File: src/rtl/der_org_pkg.sv
// Shared definitions for the drawing-engine origin update scheduler.
// State encoding, write-select and requester indices, default origin width.
package der_org_pkg;

    typedef enum logic [1:0] {
        ST_ACCEPT = 2'd0,
        ST_WAIT   = 2'd1,
        ST_COMMIT = 2'd2
    } org_state_e;

    localparam logic WSEL_SORG = 1'b0;
    localparam logic WSEL_DORG = 1'b1;

    localparam int unsigned REQ_HB  = 0;
    localparam int unsigned REQ_DLP = 1;

    localparam int unsigned ORG_W_DEF = 32;

endpackage

File: src/rtl/der_rr_arb2.sv
// Two-requester round-robin arbiter; grants at most one request per enabled cycle.
// Priority flips only when both requesters contend and a grant is issued.
module der_rr_arb2 (
    input  logic       clk,
    input  logic       rst,
    input  logic [1:0] req,
    input  logic       en,
    output logic [1:0] gnt
);

    // ptr_q = 0: requester 0 wins the next tie; 1: requester 1 wins.
    logic ptr_q;
    logic ptr_d;

    always_comb begin
        gnt   = '0;
        ptr_d = ptr_q;
        if (en) begin
            if (&req) begin
                gnt   = ptr_q ? 2'b10 : 2'b01;
                ptr_d = ~ptr_q;
            end else begin
                gnt = req;
            end
        end
    end

    always_ff @(posedge clk or posedge rst) begin
        if (rst) begin
            ptr_q <= 1'b0;
        end else begin
            ptr_q <= ptr_d;
        end
    end

endmodule

File: src/rtl/der_org_sched.sv
// Schedules host/DLP writes into origin shadow registers and commits both
// shadows atomically into the active origins while the engine is idle.
module der_org_sched
    import der_org_pkg::*;
#(
    parameter int unsigned ORG_W = ORG_W_DEF
) (
    input  logic             de_clk,
    input  logic             de_rst,
    input  logic             hb_req,
    input  logic             hb_wsel,
    input  logic [ORG_W-1:0] hb_wdata,
    input  logic             hb_commit,
    output logic             hb_ack,
    input  logic             dlp_req,
    input  logic             dlp_wsel,
    input  logic [ORG_W-1:0] dlp_wdata,
    input  logic             dlp_commit,
    output logic             dlp_ack,
    input  logic             eng_busy,
    output logic [ORG_W-1:0] mf_sorg_2,
    output logic [ORG_W-1:0] mf_dorg_2,
    output logic             prst,
    output logic             org_upd,
    output logic             pend
);

    org_state_e       state_q, state_d;
    logic [ORG_W-1:0] sorg_q, sorg_d;
    logic [ORG_W-1:0] dorg_q, dorg_d;
    logic [ORG_W-1:0] mf_sorg_q, mf_sorg_d;
    logic [ORG_W-1:0] mf_dorg_q, mf_dorg_d;
    logic             pend_q, pend_d;

    logic [1:0]       arb_req;
    logic [1:0]       gnt;
    logic             arb_en;
    logic             granted;
    logic             sel_dlp;
    logic             w_sel;
    logic             w_commit;
    logic [ORG_W-1:0] w_data;

    assign arb_req[REQ_HB]  = hb_req;
    assign arb_req[REQ_DLP] = dlp_req;
    // Acks are combinational, so reset must gate them explicitly.
    assign arb_en = (state_q == ST_ACCEPT) && !de_rst;

    der_rr_arb2 u_arb (
        .clk (de_clk),
        .rst (de_rst),
        .req (arb_req),
        .en  (arb_en),
        .gnt (gnt)
    );

    assign hb_ack   = gnt[REQ_HB];
    assign dlp_ack  = gnt[REQ_DLP];
    assign granted  = |gnt;
    assign sel_dlp  = gnt[REQ_DLP];
    assign w_sel    = sel_dlp ? dlp_wsel   : hb_wsel;
    assign w_commit = sel_dlp ? dlp_commit : hb_commit;
    assign w_data   = sel_dlp ? dlp_wdata  : hb_wdata;

    always_comb begin
        state_d   = state_q;
        sorg_d    = sorg_q;
        dorg_d    = dorg_q;
        mf_sorg_d = mf_sorg_q;
        mf_dorg_d = mf_dorg_q;
        pend_d    = pend_q;
        case (state_q)
            ST_ACCEPT: begin
                if (granted) begin
                    pend_d = 1'b1;
                    if (w_sel == WSEL_DORG) begin
                        dorg_d = w_data;
                    end else begin
                        sorg_d = w_data;
                    end
                    if (w_commit) begin
                        state_d = eng_busy ? ST_WAIT : ST_COMMIT;
                    end
                end
            end
            ST_WAIT: begin
                if (!eng_busy) begin
                    state_d = ST_COMMIT;
                end
            end
            ST_COMMIT: begin
                mf_sorg_d = sorg_q;
                mf_dorg_d = dorg_q;
                pend_d    = 1'b0;
                state_d   = ST_ACCEPT;
            end
            default: begin
                state_d = ST_ACCEPT;
            end
        endcase
    end

    always_ff @(posedge de_clk or posedge de_rst) begin
        if (de_rst) begin
            state_q   <= ST_ACCEPT;
            sorg_q    <= '0;
            dorg_q    <= '0;
            mf_sorg_q <= '0;
            mf_dorg_q <= '0;
            pend_q    <= 1'b0;
        end else begin
            state_q   <= state_d;
            sorg_q    <= sorg_d;
            dorg_q    <= dorg_d;
            mf_sorg_q <= mf_sorg_d;
            mf_dorg_q <= mf_dorg_d;
            pend_q    <= pend_d;
        end
    end

    assign mf_sorg_2 = mf_sorg_q;
    assign mf_dorg_2 = mf_dorg_q;
    assign pend      = pend_q;
    assign prst      = (state_q == ST_COMMIT);
    assign org_upd   = (state_q == ST_COMMIT);

endmodule

File: config.mk
export PLATFORM = sky130hd
export DESIGN_NAME = der_org_sched
export DESIGN_NICKNAME = d
export VERILOG_FILES = /design/src/rtl/der_org_pkg.sv /design/src/rtl/der_rr_arb2.sv /design/src/rtl/der_org_sched.sv
export SDC_FILE = /design/constraint.sdc
export NUM_CORES = 1
export LEC_CHECK = 0
export BUFFER_PORTS_ARGS = -buffer_cell sky130_fd_sc_hd__buf_4
export CAP_MARGIN = 15
export CORE_MARGIN = 2
export CORE_UTILIZATION = 35
export DETAILED_ROUTE_END_ITERATION = 10
export PLACE_DENSITY_LB_ADDON = 0.1
export SYNTH_ARGS = -nofsm -noshare
export SYNTH_HDL_FRONTEND = slang
export SYNTH_SLANG_ARGS = --single-unit
File: constraint.sdc
create_clock -name de_clk -period 8.88 [get_ports de_clk]
set_clock_uncertainty 0.05 [all_clocks]
set_input_delay 1.776 -clock de_clk [delete_from_list [all_inputs] [get_ports de_clk]]
set_output_delay 1.776 -clock de_clk [all_outputs]
set_load 0.02 [all_outputs]
# After elaboration in Yosys (flattened, before gate mapping)
# Index checks and enable logic that the tools add are counted.
# Widths: inputs -> output; s select.
[word_totals]
inputBits = 73
ff_bits = 132
elab_cells = 38
out_inout_bits = 69
[classes]
reduce_logical = 11
eq_ne = 5
n_bitwise = 2
n_mux = 13
[op_table]
columns = ["cell", "count"]
rows = [
  ["$mux 32", 1],
  ["$mux 2", 7],
  ["$reduce_and 3->1", 4],
  ["$ne 2x2->1 const B", 3],
  ["$pmux 2 s2", 1],
  ["$reduce_and 2->1", 2],
  ["$mux 1", 3],
  ["$eq 2x1->1 const B", 1],
  ["$eq 2x2->1 const B", 1],
  ["$logic_not 2->1", 1],
  ["$not 1->1", 2],
  ["$pmux 1 s2", 1],
  ["$reduce_bool 2->1", 1],
  ["$reduce_or 2->1", 1],
  ["$logic_and 1x1->1", 1],
  ["$logic_not 1->1", 1],
]

# Logic depth before layout (Yosys ltp)
[depth]
ltp_word = 7
mapped_depth = 6
mapped_depth_nobuf = 4

# Modules after synthesis
# From an unflattened synthesis, not the netlist that was laid out.
[hier_totals]
cells_unflattened = 515
hier_area_um2 = 5426.5
[by_module_without_submodules]
columns = ["mod", "cells_per_inst", "instances", "area_per_inst_um2", "seq_area_each_um2"]
rows = [
  ["der_org_sched", 506, 1, 5362.6, 3278.1],
  ["der_rr_arb2", 9, 1, 63.8, 25.0],
]

# Least setup slack after synthesis
# Ideal clock, no wire load.
[synth_path]
path_type = "input to output"
start = "input de_rst"
end = "output dlp_ack"
arrival_ns = 2.474
stages = 4
required_time_ns = 7.054
slack_ns = 4.580
path_buffers = 1
cell_sequence = "nor3_4 -> nand3_4 -> buf_6 -> inv_1"
[synth_between]
elab_chain_len = 3
[synth_lines]
columns = ["item", "line_no", "rtl"]
rows = [
  ["start: declaration", "der_org_sched.sv:9", "input logic de_rst,"],
  ["$logic_not 1->1 (no source line)", "n/a", ""],
  ["$logic_and 1x1->1", "der_org_sched.sv:47", "assign arb_en = (state_q == ST_ACCEPT) && !de_rst;"],
  ["$mux 2", "der_rr_arb2.sv:18", "if (en) begin"],
  ["end: declaration", "der_org_sched.sv:19", "output logic dlp_ack,"],
]
# No other way between the ends.

# Final worst setup path
# Same ends and word-level chain as after synthesis.

==> reports/results.tsv <==
metric	value	unit
GRT Total Usage	13.9	%
busiest grt layer	met2	
CTS clk-pin slew, worst paths	0.05	ns
Final nets	554	
Stages on worst setup path	5	
IO buf count	141	
Placer Congestion	0.703	
Synthesized Nets	408	
Max-slew headroom	38.7	%
clock root buffer	clkbuf_16	
synthesis-stage register bit count	132	
clock latency on the worst-skew pair	0.41	ns
post_cts resized	0	
top post-synthesis cells by area	dfrtp_1 (57%), mux2_4 (23%), mux2_2 (14%)	
n_diodes	0	
share of the synthesized area in the top cell type	57.4	%
First-pass DRT Iterations	4	
H-Tree Level Count	4	
Post-CTS Setup Bufs	0	
Leak	3.60	nW
hold buffers post-CTS	0	
CP delay by family, top	simple AND/OR/NAND/NOR gates	
core region area	0.0160	sq mm
total number of vias	3225	
GRT met1 Usage	18.1	%
area growth from synthesis to layout	31.5	%
Die Span Y	132	um
Critical Path Sink Type	primary output	
Util after Layout	47.3	%
Worst Max-Slew Pin Slew	0.920	ns
cell row count	46	
critical path class	in -> out	
DP HPWL	7380	um
fraction of layout cells with a size suffix above 1	68.5	%
final antenna-violating net count	0	
DRC viols	0	
Worst Hold Path Cells	1	
io pins	142	
Slowest-stage cell, CP	nand3_4	
Setup crit start kind	input pin	
synthesized area per cell	17.2	sq um
min-delay worst type	reg -> reg	
Mapped Cells	335	
first-pass GRT wire length	18900	um
met2 Use GR	21.7	%
final WL	11600	um
total gr overflow	0	
CP dominant cell by count	buf_4	
Die Area	0.0175	sq mm
Distinct cells, synth	27	
max-slew violations	0	
worst path buffer plus inverter count	3	
number of max-cap violations	0	
largest net degree at the start of global routing	75	
area of the mapped netlist	0.00576	sq mm
Hold Vio Cnt, Final	0	
cells on worst reg2reg path	4	
Final Cycle Share	55.9	%
simple-gate share of the synthesized area	2.00	%
met3 usage	4.65	%
Setup violations, final	0	
Critical Path AT	3.14	ns
worst-path fanout max	33	
CTS tree	yes	
Compound-Gate Fraction of Synth Area	1.04	%
register area share after synthesis	57.4	%
Initial Util	36.0	%
Avg WL per Cell	16.4	um
Critical Path RT	7.05	ns
clk sink count	132	
setup tns final	0	ns
status	finished clean	
Die X	132	um
mux cell area share after synthesis	37.0	%
CP Cell Sequence	buf_4 -> nor3_4 -> nand3_4 -> inv_1 -> buf_4	
Adder-Cell Fraction of Synth Area	0	%
crit-path max cell delay	0.59	ns
Post-Synth XOR/XNOR Area	0.152	%
Period minus WS final	4.96	ns
vias in the first global route	3558	
Via density	4.56	
antenna violations before repair	0	
RSZ-0062 raised after global routing	no	
cts bufs inserted	17	
Pwr per Cell Area	356	mW/mm^2
CTS max path bufs	2	
main combinational cell family by area after synthesis	multiplexers	
yosys warns	0	
Synth area leader	dfrtp_1	
VDD IR max	138	uV
Fin Hold WS	0.439	ns
Achievable Freq	201	MHz
Iter 0 DRT Violations	124	
[worst reg2reg max path, stage by stage (launching register included)]
cell and delay (ns):
dfrtp_1 0.42, nor3_4 0.32, nand3_4 0.59, mux2_2 0.54
mux2_1 0.29
[per-stage QoR]
step / worst slack, ns / instance area [sq um] / std cells / power, mW
after floorplan: 3.53 / 5760 / 335 / 1.66
after global placement: 3.92 / 6990 / 678 / 2.01
after detailed placement: 3.89 / 6990 / 678 / 2.03
after CTS: 3.88 / 7570 / 708 / 2.74
after global routing: 3.80 / 7570 / 708 / 2.84
final: 3.92 / 7570 / 708 / 2.69
[Yosys cell counts (all sizes together)]
cell type / n
or2b: 1
clkbuf: 2
and3: 3
o21ai: 1
nand2: 1
xnor2: 1
inv: 2
and2b: 1
nand3: 2
buf: 16
nor2: 2
a21oi: 1
nand3b: 2
mux2: 160
o21a: 2
a21boi: 4
dfrtp: 132
nand2b: 1
nor3: 1
[layout by cell type (no fill, tap or decap), types with 2 or more instances in the layout]
master / n
clkbuf_1: 5
mux2_4: 87
bufinv_16: 2
clkbuf_16: 17
nand3b_1: 2
nor2_1: 2
mux2_2: 72
clkbuf_8: 5
and3_1: 2
buf_4: 145
dfrtp_1: 132
a21boi_0: 3
[kinds of logic (layout without fill, tap and decap cells)]
| logic type | after synthesis | count (layout) |
|---|---|---|
| AO/OA/AOI/OAI | 8 | 8 |
| XOR/XNOR | 1 | 1 |
| buffers and inverters | 20 | 177 |
| flip-flops | 132 | 132 |
| multiplexers | 160 | 160 |
| AND/OR/NAND/NOR | 14 | 14 |
[path summary, 6_finish.rpt]
kind                                 endpoint  slack (ns)  startpoint
worst max-delay path                  dlp_ack        3.92      de_rst
worst min-delay path               dorg_q[28]        0.44  dorg_q[28]
worst max register to register     dorg_q[28]        6.55  state_q[0]
worst min register to register     dorg_q[28]        0.44  dorg_q[28]
max in group asynchronous       mf_dorg_2[28]        5.88      de_rst
min in group asynchronous          state_q[0]        1.48      de_rst
[flip-flops by register name (all words and copies together) (netlist names)]
name	count
dorg_q	32
mf_dorg_2	32
mf_sorg_2	32
sorg_q	32
state_q	2
pend	1
u_arb.ptr_q	1
[layout make-up]
type / count / area (sq um)
Clock buffer: 27 / 513
Clock inverter: 3 / 67.6
Fill cell: 1442 / 8430
Inverter: 2 / 10.0
Multi-Input combinational cell: 183 / 2320
Sequential cell: 132 / 3300
Tap cell: 216 / 270
Timing Repair Buffer: 145 / 1090
[power breakdown]
group	internal, mW	total, mW	switching [mW]
logic	0.546	0.946	0.400
registers	0.896	1.07	0.169
clock network	0.448	0.682	0.234
[metal layers]
metal / share of wire (%) / wire length (um) / up-vias
li1: - / - / 1482
met1: 45 / 5250 / 1630
met2: 48 / 5550 / 101
met3: 5.6 / 648 / 12
met4: 1.2 / 143 / 0
met5: 0 / 0 / -
(Power assumes the default switching activity.)
